`src/rtl/ring_tx_serializer_pkg.sv`:
```
// Purpose : shared defaults and FSM state encoding for the ring TX serializer.
// Latency : n/a (types and constants only).
// Backpr. : n/a.
package ring_tx_serializer_pkg;

    localparam int RTS_WIDTH = 8;   // default data word width
    localparam int RTS_DIV_W = 8;   // default bit-period divider width

    typedef enum logic {
        ST_IDLE  = 1'b0,
        ST_SHIFT = 1'b1
    } rts_state_t;

endpackage

```
`src/rtl/tx_bit_timer.sv`:
```
// Purpose : bit-period divider; times div+1 cycles per serial bit.
// Latency : flags describe the cycle that follows the current clock edge.
// Backpr. : none; load/stop are obeyed on every edge.
// Ports   : load restarts the period at count 0 and samples div; stop parks the
//           timer; bit_stb/bit_end say the next cycle is the first/last of a bit.
module tx_bit_timer
    import ring_tx_serializer_pkg::*;
#(
    parameter int DIV_W = RTS_DIV_W
) (
    input  logic             clk,
    input  logic             rst,
    input  logic             load,
    input  logic             stop,
    input  logic [DIV_W-1:0] div,
    output logic             bit_stb,
    output logic             bit_end
);

    logic [DIV_W-1:0] r_cnt;
    logic [DIV_W-1:0] r_div;
    logic             r_active;
    logic [DIV_W-1:0] w_cnt_n;
    logic [DIV_W-1:0] w_div_n;
    logic             w_active_n;

    // div is captured only on load so a word keeps its bit period even if
    // the caller changes div mid-word.
    always_comb begin
        w_cnt_n    = r_cnt;
        w_div_n    = r_div;
        w_active_n = r_active;
        if (load) begin
            w_cnt_n    = '0;
            w_div_n    = div;
            w_active_n = 1'b1;
        end else if (stop) begin
            w_cnt_n    = '0;
            w_active_n = 1'b0;
        end else if (r_active) begin
            w_cnt_n = (r_cnt == r_div) ? '0 : r_cnt + 1'b1;
        end
    end

    always_ff @(posedge clk) begin
        if (rst) begin
            r_cnt    <= '0;
            r_div    <= '0;
            r_active <= 1'b0;
        end else begin
            r_cnt    <= w_cnt_n;
            r_div    <= w_div_n;
            r_active <= w_active_n;
        end
    end

    // Look-ahead flags: the parent registers them so its outputs line up
    // with the cycle they describe.
    assign bit_stb = w_active_n && (w_cnt_n == '0);
    assign bit_end = w_active_n && (w_cnt_n == w_div_n);

endmodule

```
`src/rtl/ring_tx_serializer.sv`:
```
// Purpose : double-buffered parallel-to-serial transmitter (holding reg + shifter).
// Latency : word accepted at edge N while idle drives its first bit after edge N+1.
// Backpr. : in_ready low while the holding register is full or rst is high.
// Ports   : in_data/in_valid/in_ready word handshake; div sets div+1 cycles per
//           bit; lsb_first picks bit order; sdo/sframe serial data and frame;
//           bit_stb first cycle of each bit; done final cycle of a word.
module ring_tx_serializer
    import ring_tx_serializer_pkg::*;
#(
    parameter int WIDTH = RTS_WIDTH,
    parameter int DIV_W = RTS_DIV_W
) (
    input  logic             clk,
    input  logic             rst,
    input  logic [WIDTH-1:0] in_data,
    input  logic             in_valid,
    output logic             in_ready,
    input  logic [DIV_W-1:0] div,
    input  logic             lsb_first,
    output logic             sdo,
    output logic             sframe,
    output logic             bit_stb,
    output logic             done
);

    localparam int             BW       = (WIDTH > 1) ? $clog2(WIDTH) : 1;
    localparam logic [BW-1:0]  LAST_BIT = BW'(WIDTH - 1);

    rts_state_t       r_state;
    logic [WIDTH-1:0] r_hold;
    logic             r_hold_full;
    logic [WIDTH-1:0] r_shift;
    logic             r_lsb;
    logic [BW-1:0]    r_bitcnt;
    logic             r_end;       // current cycle is the last of a bit
    logic             r_sdo;
    logic             r_sframe;
    logic             r_bit_stb;
    logic             r_done;

    logic             w_accept;
    logic             w_word_end;
    logic             w_load;
    logic             w_stop;
    logic             w_advance;
    logic [WIDTH-1:0] w_shift_adv;
    logic [BW-1:0]    w_bitcnt_n;
    logic             w_tmr_stb;
    logic             w_tmr_end;

    // Ready depends only on state and rst, never on in_valid.  Because it is
    // low while the holding register is full, an accept and a hold-to-shifter
    // transfer can never land on the same edge.
    assign in_ready    = !r_hold_full && !rst;
    assign w_accept    = in_valid && in_ready;

    assign w_word_end  = (r_state == ST_SHIFT) && r_end && (r_bitcnt == LAST_BIT);
    assign w_load      = r_hold_full && ((r_state == ST_IDLE) || w_word_end);
    assign w_stop      = w_word_end && !r_hold_full;
    assign w_advance   = (r_state == ST_SHIFT) && r_end && !w_word_end;
    assign w_shift_adv = r_lsb ? (r_shift >> 1) : (r_shift << 1);

    always_comb begin
        w_bitcnt_n = r_bitcnt;
        if (w_load || w_stop) begin
            w_bitcnt_n = '0;
        end else if (w_advance) begin
            w_bitcnt_n = r_bitcnt + 1'b1;
        end
    end

    tx_bit_timer #(
        .DIV_W (DIV_W)
    ) u_bit_timer (
        .clk     (clk),
        .rst     (rst),
        .load    (w_load),
        .stop    (w_stop),
        .div     (div),
        .bit_stb (w_tmr_stb),
        .bit_end (w_tmr_end)
    );

    always_ff @(posedge clk) begin
        if (rst) begin
            r_state     <= ST_IDLE;
            r_hold      <= '0;
            r_hold_full <= 1'b0;
            r_shift     <= '0;
            r_lsb       <= 1'b0;
            r_bitcnt    <= '0;
            r_end       <= 1'b0;
            r_sdo       <= 1'b0;
            r_sframe    <= 1'b0;
            r_bit_stb   <= 1'b0;
            r_done      <= 1'b0;
        end else begin
            r_bitcnt  <= w_bitcnt_n;
            r_end     <= w_tmr_end;
            r_bit_stb <= w_tmr_stb;
            r_done    <= w_tmr_end && (w_bitcnt_n == LAST_BIT);

            if (w_accept) begin
                r_hold      <= in_data;
                r_hold_full <= 1'b1;
            end else if (w_load) begin
                r_hold_full <= 1'b0;
            end

            // A load at word end chains the next word with sframe kept high.
            if (w_load) begin
                r_state  <= ST_SHIFT;
                r_shift  <= r_hold;
                r_lsb    <= lsb_first;
                r_sdo    <= lsb_first ? r_hold[0] : r_hold[WIDTH-1];
                r_sframe <= 1'b1;
            end else if (w_stop) begin
                r_state  <= ST_IDLE;
                r_sdo    <= 1'b0;
                r_sframe <= 1'b0;
            end else if (w_advance) begin
                r_shift <= w_shift_adv;
                r_sdo   <= r_lsb ? w_shift_adv[0] : w_shift_adv[WIDTH-1];
            end
        end
    end

    assign sdo     = r_sdo;
    assign sframe  = r_sframe;
    assign bit_stb = r_bit_stb;
    assign done    = r_done;

endmodule

```
`config.mk`:
```
export PLATFORM = sky130hd
export DESIGN_NAME = ring_tx_serializer
export DESIGN_NICKNAME = d
export VERILOG_FILES = /design/src/rtl/ring_tx_serializer_pkg.sv /design/src/rtl/tx_bit_timer.sv /design/src/rtl/ring_tx_serializer.sv
export SDC_FILE = /design/constraint.sdc
export NUM_CORES = 1
export LEC_CHECK = 0
export ABC_AREA = 0
export CAP_MARGIN = 20
export CORE_UTILIZATION = 30
export DETAILED_ROUTE_END_ITERATION = 7
export PLACE_DENSITY_LB_ADDON = 0.15
export SYNTH_ARGS = -nofsm -noshare
export SYNTH_HDL_FRONTEND = slang
export SYNTH_SLANG_ARGS = --single-unit
export TNS_END_PERCENT = 20
```
`constraint.sdc`:
```
create_clock -name clk -period 2.8 [get_ports clk]
set_input_delay 0.84 -clock clk [delete_from_list [all_inputs] [get_ports clk]]
set_output_delay 0.84 -clock clk [all_outputs]
set_load 0.005 [all_outputs]
```
==> impl.org, run 1 <==
** Final layout
- Relative to the synthesized area, the layout overhead comes to 20.0%.
- Most common cell after layout, fill and taps aside :: sky130_fd_sc_hd__nand2_1
- At the end of the flow the core is filled with cells to 38.2%.
- At the end of the flow, the number of nets in the layout was 334.
- The repair_antennas step left the layout with diodes totalling 0.
- Fraction of layout cells with a size suffix above 1 :: 11.5%
- In the layout the commonest cells are sky130_fd_sc_hd__nand2_1, sky130_fd_sc_hd__dfxtp_1, sky130_fd_sc_hd__nor2_1, sky130_fd_sc_hd__clkdlybuf4s50_1, sky130_fd_sc_hd__a21oi_1.
- Final instance area :: 2830 um2

** STA
- Hold is met by 0.459 ns.
- Static timing analysis puts the maximum clock frequency at 0.380 GHz.
- Final period util :: 93.9%
- Unrepaired setup endpoints after global routing :: false
- Max-slew violations :: 0
- The clock period could shrink to 2.63 ns.
- Slew @ Worst Pin :: 0.593 ns
- The clock arrives with 0.00859 ns of skew.
- Relative slew margins :: 60.4%
- Count of endpoints failing hold in the final timing report :: 0
- Setup violations remaining at the end of the flow were counted as 0.

** GRT
- After global routing the overflow that remains totals 0.
- The initial antenna violation count came to 0.
- met2 is the most crowded layer.
- Met1 Resource Use GR :: 21.8%
- Wire length of the first global-routing pass :: 10,300 um
- Met3 global-route usage :: 3.45%
- Largest net degree at the start of global routing :: 35
- Vias in the first global route :: 2,042
- For this run, the total global-route usage over all layers was measured as 15.7%.
- For this run, global-route usage on met2 was measured as 23.5%.

** Worst setup path
- Data on the critical path is required at its endpoint by 1.96 ns.
- Worst flop-to-flop path endpoint :: done
- The critical path in this run is classified as input port to output pin.
- Slowest library cell on the worst path :: sky130_fd_sc_hd__clkdlybuf4s50_1
- Crit start category :: input port
- FF-to-FF Start :: r_bitcnt[0]
- Max stage delay on crit path :: 0.52 ns
- Broken down by cell family, the worst path's largest delay share belongs to buffers and inverters.
- Kind of end point of the critical path :: output pin
- Data on the critical path arrives at its endpoint at 1.79 ns.
- Setup slack of the most critical reg-to-reg path :: 0.33 ns
- Number of cells on the worst reg-to-reg path :: 10
- Number of buffers and inverters on the critical path :: 2
- CP cell instances :: dlygate4sd2_1 > nor2_1 > clkdlybuf4s50_1
- Along the worst path, the maximum fanout reaches 2.

** Synth
- Number of flops mapped to enable cells by yosys :: 0
- By area the synthesized netlist is led by sky130_fd_sc_hd__dfxtp_1, sky130_fd_sc_hd__nand2_1, sky130_fd_sc_hd__mux2i_1, sky130_fd_sc_hd__xor2_1, sky130_fd_sc_hd__nor2_1.
- Synthesis instantiated 57 different standard cells from the library.
- Average instance area after synthesis :: 8.25 um2
- The synthesized design spends more area on one cell type than any other, namely sky130_fd_sc_hd__dfxtp_1.
- The number of nets handed over by synthesis was 309.
- Of all flip-flops after synthesis, the portion carrying an async set or reset was 0%.
- Portion of the post-synthesis area used by sequential elements :: 36.5%
- Synthesized instance count :: 286
- Summing every instance area after synthesis gives 2360 um2.
- Among all flip-flop cells after synthesis, the most frequent one is sky130_fd_sc_hd__dfxtp_1.
- Area share of the leading cell type in the synthesized netlist :: 36.5%
- After synthesis the netlist holds a flip-flop and latch count of 43.
- Number of warnings printed during yosys synthesis :: 0

** Route
- Routed vias :: 2,043
- In the final routed layout, each cell accounts on average for 14.7 um.
- Number of nets still failing antenna checks after routing :: 0
- Overall routed net length :: 6030 um
- For this run, the detailed router's first-pass iteration total came to 4.
- For this block, the initial DRC count from the detailed router was 112.
- In the routed design, unresolved DRC markers number 0.
- Dividing the detail-routed via count by the number of cells gives 4.97.

** Place
- Placed cell area :: 2720 um2
- Port buffer count :: 24
- Final Wtd Congestion :: 0.860
- Half-perimeter wire length after detailed placement :: 4540 um

** Power
- Worst VDD drop :: 0.222 mV
- Lkg Pwr :: 0.00107 uW
- Power spread over the standard cell area amounts to 493 nW/um2.
- Post-layout power :: 1400 uW

** Hold path
- Endpoint of the worst hold-timing path :: r_hold[3]
- Class of the tightest hold or removal check :: flip-flop to flip-flop
- Hold path startpoint :: r_hold[3]
- Instance count along the most critical hold path :: 2

** Clock network
- Clock latency of the later-clocked register in the worst-skew pair :: 0.30 ns
- Clock slew seen by the registers of the worst setup and hold paths :: 0.09 ns
- Clock tree synthesis inserted a total of 5 buffers.
- The H-tree generated during clock tree synthesis spans 2 levels.
- Counting along the longest clock path gives a buffer depth of 2.
- Clock Sink Count :: 43
- CTS Hold Buffers Added :: 0
- Clk root buf :: sky130_fd_sc_hd__clkbuf_8
- TritonCTS built the clock tree.

** Outcome
- The run finished with clean final reports.

** Die
- The floorplan has 31 rows.
- Area of the core region :: 7410 um2
- Starting utilization of the core area :: 31.9%
- The floorplan step set the die width to 90.7 um.
- The die is 90.7 um tall.
- Die Outline Area :: 8220 um2
- Count of pins on the block boundary :: 25

** Flow run
- Max capacitance violation total :: 0
[repair_timing]
item	in CTS	in global routing
endpoints found under the setup margin	1	1
hold endpoints to repair	0	0
gates resized for setup	1	1
pin swaps	1	0
buffers inserted	0	0
cloned	0	0
[power by group]
| group | internal (uW) | total, uW | switching [uW] |
|---|---|---|---|
| logic | 112 | 231 | 119 |
| registers | 637 | 670 | 32.5 |
| clock network | 266 | 496 | 230 |
| total | 1020 | 1400 | 382 |
[synth_stat cells, types with 4 or more instances]
master and number:
sky130_fd_sc_hd__nand2_1 47, sky130_fd_sc_hd__dfxtp_1 43, sky130_fd_sc_hd__nor2_1 30, sky130_fd_sc_hd__a21oi_1 20, sky130_fd_sc_hd__mux2i_1 15, sky130_fd_sc_hd__xor2_1 14, sky130_fd_sc_hd__clkbuf_1 8, sky130_fd_sc_hd__nand3_1 6
sky130_fd_sc_hd__nor3_1 6, sky130_fd_sc_hd__o211ai_1 6, sky130_fd_sc_hd__a211oi_1 5, sky130_fd_sc_hd__and3_1 5, sky130_fd_sc_hd__buf_2 5, sky130_fd_sc_hd__inv_1 5, sky130_fd_sc_hd__o21ai_0 5, sky130_fd_sc_hd__buf_4 4
sky130_fd_sc_hd__nand4_1 4, sky130_fd_sc_hd__xnor2_1 4
[flip-flops by register name (all words and copies together), names as in the netlist, 3 cells and up]
name / count
r_hold: 8
r_bitcnt: 3
r_shift: 8
u_bit_timer.r_div: 8
u_bit_timer.r_cnt: 8
[area by class of cell]
cell class | count | area [um2]
Timing Repair Buffer | 37 | 337
Multi-Input combinational cell | 218 | 1380
Sequential cell | 43 | 861
Clock inverter | 3 | 43.8
Clock buffer | 5 | 68.8
Fill cell | 798 | 4580
Tap cell | 99 | 124
Inverter | 6 | 22.5
[cell families after synthesis]
logic type                 synth area share [%]
and+or+nand+nor                            22.1
DFF                                        36.5
xor gates and xnor gates                   6.68
muxes                                      7.42
adders and majority gates                  1.59
buffers and inverters                      5.20
AOI/OAI and AO/OA                          20.5
[how the worst max path moves through the flow]
stage	start	slack, ns	to	cells after the start
final	rst	0.17	in_ready	3
after global routing	rst	0.1	in_ready	3
after CTS	rst	0.16	in_ready	3
after detailed placement	rst	-0.04	in_ready	3
after global placement	rst	-0.02	in_ready	3
after floorplan	rst	0.50	in_ready	3
[tightest hold or removal path, cell delays in order, from the launching register on]
cell,delay (ns)
sky130_fd_sc_hd__dfxtp_1,0.32
sky130_fd_sc_hd__nand2_1,0.05
sky130_fd_sc_hd__a21oi_1,0.05
[per-stage QoR]
step                cells  TNS, ns  worst slack [ns]
global route          411        0            0.0971
finish                411        0             0.172
global placement      403  -0.0208           -0.0208
CTS                   411        0             0.163
floorplan             286        0             0.501
detailed placement    403  -0.0402           -0.0402
[routing by layer]
metal,vias to the layer above,share of wire (%)
li1,1064,-
met1,929,52
met2,42,43
met3,8,3.5
met4,0,1.6
met5,-,0
(Power assumes the default switching activity.)
==> run 2, diff against run 1 <==
--- a/config.mk
+++ b/config.mk
@@ -8,8 +8,11 @@
 export ABC_AREA = 0
 export CAP_MARGIN = 20
 export CORE_UTILIZATION = 30
+export CTS_CLUSTER_DIAMETER = 150
 export DETAILED_ROUTE_END_ITERATION = 7
+export DONT_BUFFER_PORTS = 1
 export PLACE_DENSITY_LB_ADDON = 0.15
+export SLEW_MARGIN = 20
 export SYNTH_ARGS = -nofsm -noshare
 export SYNTH_HDL_FRONTEND = slang
 export SYNTH_SLANG_ARGS = --single-unit
==> impl.org, run 2 (synthesis gave the netlist of run 1 again) <==
** Die
- The die area was 8220 um2 (unchanged).
- Count of pins on the block boundary :: 25 (unchanged)
- The die outline height came to 90.7 um (unchanged).
- Starting utilization of the core area :: 31.9% (unchanged)
- Number of standard-cell rows in the floorplan :: 31 (unchanged)
- The standard cell core area came to 7410 um2 (unchanged).
- Chip width :: 90.7 um (unchanged)

** Place
- The total cell area at the placement stage is 2450 um2 (-9.9%).
- The post-detailed-placement half-perimeter wirelength came to 4380 um (-3.4%).
- The worst slack at placement came to 0.285 ns (+0.325 ns).
- The weighted congestion at the end of routability-driven global placement was 0.812 (-5.5%).
- The count of input and output buffers was 0 (-100%).

** Clock network
- The number of buffers created by CTS came to 5 (unchanged).
- The buffer count from post-CTS setup fixing is 0 (unchanged).
- TritonCTS built the clock tree.
- The number of hold-repair buffers added at the cts stage is 0 (unchanged).
- Clock Sink Count :: 43 (unchanged)
- The maximum buffer depth of the clock tree is 2 (unchanged).
- Clock slew seen by the registers of the worst setup and hold paths :: 0.09 ns (about the same)
- Number of H-tree levels :: 2 (unchanged)
- Clk root buf :: sky130_fd_sc_hd__clkbuf_8
- The number of cells upsized or downsized after cts came to 0 (-1).
- Clock latency of the later-clocked register in the worst-skew pair :: 0.30 ns (about the same)

** Final layout
- Final instance area :: 2540 um2 (-10%)
- # diodes :: 0 (unchanged)
- Final standard cell utilization of the core :: 34.2% (-4.0 points)
- Total number of nets in the final design :: 306 (-8.4%)
- Most frequent cells in the layout :: sky130_fd_sc_hd__nand2_1, sky130_fd_sc_hd__dfxtp_1, sky130_fd_sc_hd__nor2_1, sky130_fd_sc_hd__a21oi_1, sky130_fd_sc_hd__mux2i_1
- Most common cell after layout, fill and taps aside :: sky130_fd_sc_hd__nand2_1
- The count of filler cells inserted in the layout was 781 (-2.1%).
- Fraction of layout cells with a size suffix above 1 :: 10.9% (-0.62 points)
- The area growth from synthesis to layout is 7.48%.

** Worst setup path
- The number of cell instances on the worst register-to-register path was 9 (-1).
- The most critical setup path has its startpoint at r_bitcnt[0].
- The slowest stage of the critical path belongs to the cell sky130_fd_sc_hd__dfxtp_1.
- The worst setup path is launched from a flip-flop.
- The maximum fanout along the worst path is 8 (+6).
- Worst Path Arrival :: 2.78 ns (+0.99 ns)
- The signal on the critical path passes through ha_1 > ha_1 > a21bo_2 > nand2_1 > o21ai_0 > nor2_1 > nor4b_2 > a211oi_1 > nor4b_2.
- Setup slack of the most critical reg-to-reg path :: 0.24 ns (-0.09 ns)
- Kind of end point of the critical path :: flip-flop
- Req. time, crit path :: 3.02 ns (+1.06 ns)
- Critical path class :: flip-flop to flip-flop
- Max stage delay on crit path :: 0.39 ns (-0.13 ns)
- The worst register-to-register path begins at r_bitcnt[0].
- Worst flop-to-flop path endpoint :: done

** Route
- Number of optimization iterations in the first detailed-route pass :: 4 (unchanged)
- Drt wl/cell :: 15.4 um (+5.0%)
- Via density per instance :: 5.12 (+3.0%)
- The number of DRC markers in iteration 0 came to 66 (-41%).
- The total wire length was 5900 um (-2.2%).
- DRC :: 0 (unchanged)
- The total number of vias is 1,960 (-4.1%).
- The post-detailed-route count of antenna-violating nets was 0 (unchanged).

** GRT
- The remaining global-route overflow is 0 (unchanged).
- Vias in the first global route :: 1,899 (-7.0%)
- The largest net degree at the start of global routing is 37 (+5.7%).
- The global-route wire length before repair came to 9810 um (-4.4%).
- GR Util All Layers :: 15.1% (-0.66 points)
- The initial antenna violation count is 0 (unchanged).

** STA
- The share of the clock period used by the worst path after layout is 91.4% (-2.5 points).
- The final-report max-slew violation count is 0 (unchanged).
- Setup repair after global routing left no endpoint under its margin.
- Relative slew margins :: 60.6% (+0.28 points)
- The number of hold violations in the final report came to 0 (unchanged).
- Setup violation total in the final timing report :: 0 (unchanged)
- The final clock skew came to 0.00847 ns (-0.000126 ns).
- Max Fclk :: 0.391 GHz (+2.7%)
- Final critical path time including I/O delays and setup :: 2.56 ns (-0.0693 ns)
- The setup total negative slack was 0 ns (unchanged).
- Slew @ Worst Pin :: 0.589 ns (-0.00422 ns)
- The setup slack after layout came to 0.241 ns (+0.0693 ns).

** Power
- The leakage power figure is 0.000945 uW (-12%).
- The worst supply voltage drop on vdd came to 0.186 mV (-16%).
- Total power divided by cell area :: 496 nW/um2 (+0.55%)

** Hold path
- Class of the tightest hold or removal check :: flip-flop to flip-flop
- Hold path startpoint :: r_hold[3]
- The worst hold path cell count is 2 (unchanged).
- Endpoint of the worst hold-timing path :: r_shift[3]

** Outcome
- Outcome :: completed

** Flow run
- The number of violations of the max-capacitance limit came to 0 (unchanged).
-- run 2: cell types whose count changed in the layout (fill, tap and decap cells not counted), sizes merged --
| cell | delta |
|---|---|
| clkdlybuf4s50 | -23 |
| buf | -4 |
| bufinv | -1 |
| clkbuf | +1 |
| clkinv | -1 |
| clkinvlp | +1 |
| dlygate4sd2 | -1 |
-- run 2: critical path: cells and delay by family, from the launching register on --
| kind | cells | cell delay, ns |
|---|---|---|
| simple gates | 4 | 0.84 |
| compound gates | 3 | 0.72 |
| flops | 1 | 0.39 |
| fa+ha+maj | 2 | 0.51 |
-- run 2: layout make-up --
| type | instances | area (um2) | area share [%] |
|---|---|---|---|
| Clock inverter | 2 | 12.5 | 0.493 |
| Multi-Input combinational cell | 218 | 1380 | 54.3 |
| Timing Repair Buffer | 9 | 67.6 | 2.66 |
| Sequential cell | 43 | 861 | 33.9 |
| Tap cell | 99 | 124 | 4.88 |
| Clock buffer | 6 | 72.6 | 2.86 |
| Inverter | 6 | 22.5 | 0.888 |
-- run 2: how the worst max path moves through the flow --
stage	endpoint	slack (ns)
2_1_floorplan	in_ready	0.50
3_3_place_gp	done	0.36
3_5_place_dp	done	0.28
4_1_cts	done	0.26
5_1_grt	done	0.006
6_report	done	0.24
-- run 2: report_power, final --
group	internal (uW)	total (uW)	switching, uW
combinational	79.3	185	106
clock	175	405	230
sequential	637	668	30.7
total	891	1260	367
-- run 2: per-layer routing --
layer | track usage (%) | wire length [um]
met1 | 20.2 | 2850
met2 | 23.5 | 2630
met3 | 3.96 | 346
met4 | 4.44 | 71
met5 | 0 | 0
-- run 2: through the flow --
stage / hold slack, ns / total power, uW / std cells
6_report: 0.441 / 1260 / 383
5_1_grt: 0.471 / 1310 / 383
4_1_cts: 0.449 / 1270 / 383
3_5_place_dp: 0.440 / 867 / 375
3_3_place_gp: 0.441 / 869 / 375
2_1_floorplan: 0.432 / 837 / 286
==> run 3, diff against run 2 <==
--- a/config.mk
+++ b/config.mk
@@ -7,7 +7,7 @@
 export LEC_CHECK = 0
 export ABC_AREA = 0
 export CAP_MARGIN = 20
-export CORE_UTILIZATION = 30
+export CORE_UTILIZATION = 41
 export CTS_CLUSTER_DIAMETER = 150
 export DETAILED_ROUTE_END_ITERATION = 7
 export DONT_BUFFER_PORTS = 1
==> impl.org, run 3 (synthesis gave the netlist of run 1 again) <==
** Route
- Number of optimization iterations in the first detailed-route pass :: 4 (unchanged)
- Number of nets still failing antenna checks after routing :: 0 (unchanged)
- The detail-routed via count per cell came to 5.58 (+9.0%).
- The count of unresolved DRC violations after routing is 0 (unchanged).
- First DRT Iteration DRCs :: 132 (+100%)
- The total wire length is 5700 um (-3.3%).
- Routed vias :: 1,975 (+0.77%)
- Drt wl/cell :: 16.1 um (+4.6%)

** Hold path
- Class of the tightest hold or removal check :: flip-flop to flip-flop
- Instance count along the most critical hold path :: 2 (unchanged)

** Place
- The count of input and output buffers is 0 (unchanged).
- The instance count after placement with tap cells included was 346 (-7.7%).
- Final Wtd Congestion :: 0.816 (+0.44%)
- Half-perimeter wire length after detailed placement :: 4230 um (-3.6%)

** Die
- Starting utilization of the core area :: 42.6% (+11 points)
- Number of standard-cell rows in the floorplan :: 27 (-13%)
- Area of the core region :: 5540 um2 (-25%)
- Count of pins on the block boundary :: 25 (unchanged)
- Die Height :: 77.9 um (-14%)
- Die Outline Area :: 6060 um2 (-26%)
- The horizontal die dimension is 77.9 um (-14%).

** Clock network
- The clock latency reported for the late side of the worst-skew pair came to 0.30 ns (about the same).
- The number of buffers created by CTS came to 5 (unchanged).
- The clock-pin slew reported for the worst setup and hold paths after clock tree synthesis was 0.09 ns (about the same).
- The number of cells upsized or downsized after cts came to 0 (unchanged).
- The number of hold-repair buffers added at the cts stage is 0 (unchanged).
- The maximum buffer depth of the clock tree came to 2 (unchanged).
- The CTS sink count came to 43 (unchanged).
- Clk root buf :: sky130_fd_sc_hd__clkbuf_8
- TritonCTS built the clock tree.
- The H-tree depth is 2 (unchanged).
- Post-CTS Repair Setup Buffers :: 0 (unchanged)

** Final layout
- Synthesis-to-layout area growth :: 5.57%
- The final net count came to 304 (-0.65%).
- Final standard cell utilization of the core :: 45.0% (+11 points)
- The antenna cell count came to 0 (unchanged).
- Most frequent cells in the layout :: sky130_fd_sc_hd__nand2_1, sky130_fd_sc_hd__dfxtp_1, sky130_fd_sc_hd__nor2_1, sky130_fd_sc_hd__a21oi_1, sky130_fd_sc_hd__mux2i_1
- Finished Layout Cells :: 354 (-7.6%)
- The library cell used most frequently in the layout, excluding fill and tap cells, is sky130_fd_sc_hd__nand2_1.
- Fraction of layout cells with a size suffix above 1 :: 10.6% (-0.28 points)

** Worst setup path
- STA classifies the critical path endpoint as a flip-flop.
- STA classifies the critical path startpoint as a flip-flop.
- The critical path is of the flip-flop to flip-flop type.
- Number of cells on the worst reg-to-reg path :: 9 (unchanged)
- Req. time, crit path :: 3.01 ns (about the same)
- The maximum fanout along the worst path is 7 (-1).
- Worst Path Arrival :: 2.71 ns (-0.07 ns)

** Power
- Total power divided by cell area :: 504 nW/um2 (+1.6%)
- The leakage power figure came to 0.000935 uW (-1.1%).
- Worst VDD drop :: 0.221 mV (+19%)

** GRT
- The largest net degree at the start of global routing came to 37 (unchanged).
- Met3 global-route usage :: 4.59% (+0.63 points)
- Vias in the first global route :: 1,880 (-1.0%)
- Met1 Resource Use GR :: 26.9% (+6.7 points)
- The met2 global-route usage is 31.4% (+7.9 points).
- GR Util All Layers :: 20.0% (+5.0 points)
- The remaining global-route overflow came to 0 (unchanged).
- After global routing, the most crowded layer is met2.
- Antenna violations before repair :: 0 (unchanged)
- Wire length of the first global-routing pass :: 9400 um (-4.1%)

** STA
- The setup total negative slack came to 0 ns (unchanged).
- The number of hold violations in the final report was 0 (unchanged).
- The worst-margin pin slew is 0.620 ns (+0.0308 ns).
- Worst Skew :: 0.0116 ns (+0.00310 ns)
- The final-report max-slew violation count came to 0 (unchanged).
- Final period util :: 89.3% (-2.1 points)
- Relative slew margins :: 58.6% (-2.1 points)
- Final critical path time including I/O delays and setup :: 2.50 ns (-0.0599 ns)
- Max Fclk :: 0.400 GHz (+2.4%)
- Setup repair after global routing left no endpoint under its margin.
- The number of endpoints failing setup at the final stage came to 0 (unchanged).

** Flow run
- Max capacitance violation total :: 0 (unchanged)

** Outcome
- The run finished with clean final reports.
[run 3: cell count changes in the layout (fill, tap and decap cells not counted), sizes merged]
cell      before  now
clkinvlp       1    2
buf            9    7
clkbuf         6    5
[run 3: per-layer routing]
layer,wire (um),share of wire [%]
met5,0,0
met4,57,1.0
met3,232,4.1
met2,2710,48
met1,2700,47
[run 3: critical path: stages (launching register included)]
cell and delay, ns:
sky130_fd_sc_hd__dfxtp_1 0.40, sky130_fd_sc_hd__ha_1 0.17, sky130_fd_sc_hd__ha_1 0.31, sky130_fd_sc_hd__a21boi_2 0.12
sky130_fd_sc_hd__nor2_2 0.30, sky130_fd_sc_hd__mux2i_2 0.37, sky130_fd_sc_hd__xnor2_1 0.14, sky130_fd_sc_hd__nor4b_2 0.21
sky130_fd_sc_hd__a211oi_1 0.11, sky130_fd_sc_hd__nor4b_2 0.28
[run 3: area by class of cell]
type	count	area (um2)
multi-input cells	218	1380
well taps	72	90.1
repair buffers	7	52.6
inverters	6	22.5
clock buffers	5	68.8
clock inverters	3	20.0
fillers	590	3050
flip-flops and latches	43	861
[run 3: worst paths after layout]
path                                  start   endpoint  slack, ns
worst min register to register    r_hold[3]  r_hold[3]       0.46
worst max-delay path            r_bitcnt[0]       done       0.30
worst min-delay path              r_hold[3]  r_hold[3]       0.46
worst max register to register  r_bitcnt[0]       done       0.30
[run 3: per-stage QoR]
stage | setup slack [ns] | power [uW] | area [um2] | hold WS, ns
floorplan | 0.501 | 837 | 2360 | 0.432
global placement | 0.342 | 865 | 2400 | 0.442
detailed placement | 0.299 | 864 | 2400 | 0.447
CTS | 0.287 | 1260 | 2490 | 0.461
global route | 0.0205 | 1320 | 2490 | 0.483
finish | 0.301 | 1260 | 2490 | 0.459
[run 3: power breakdown]
part           total [uW]  leakage (uW)  switching (uW)  internal (uW)
Clock                 404     0.0000402             230            174
Sequential            669      0.000350            31.7            637
Combinational         183      0.000545             105           77.9
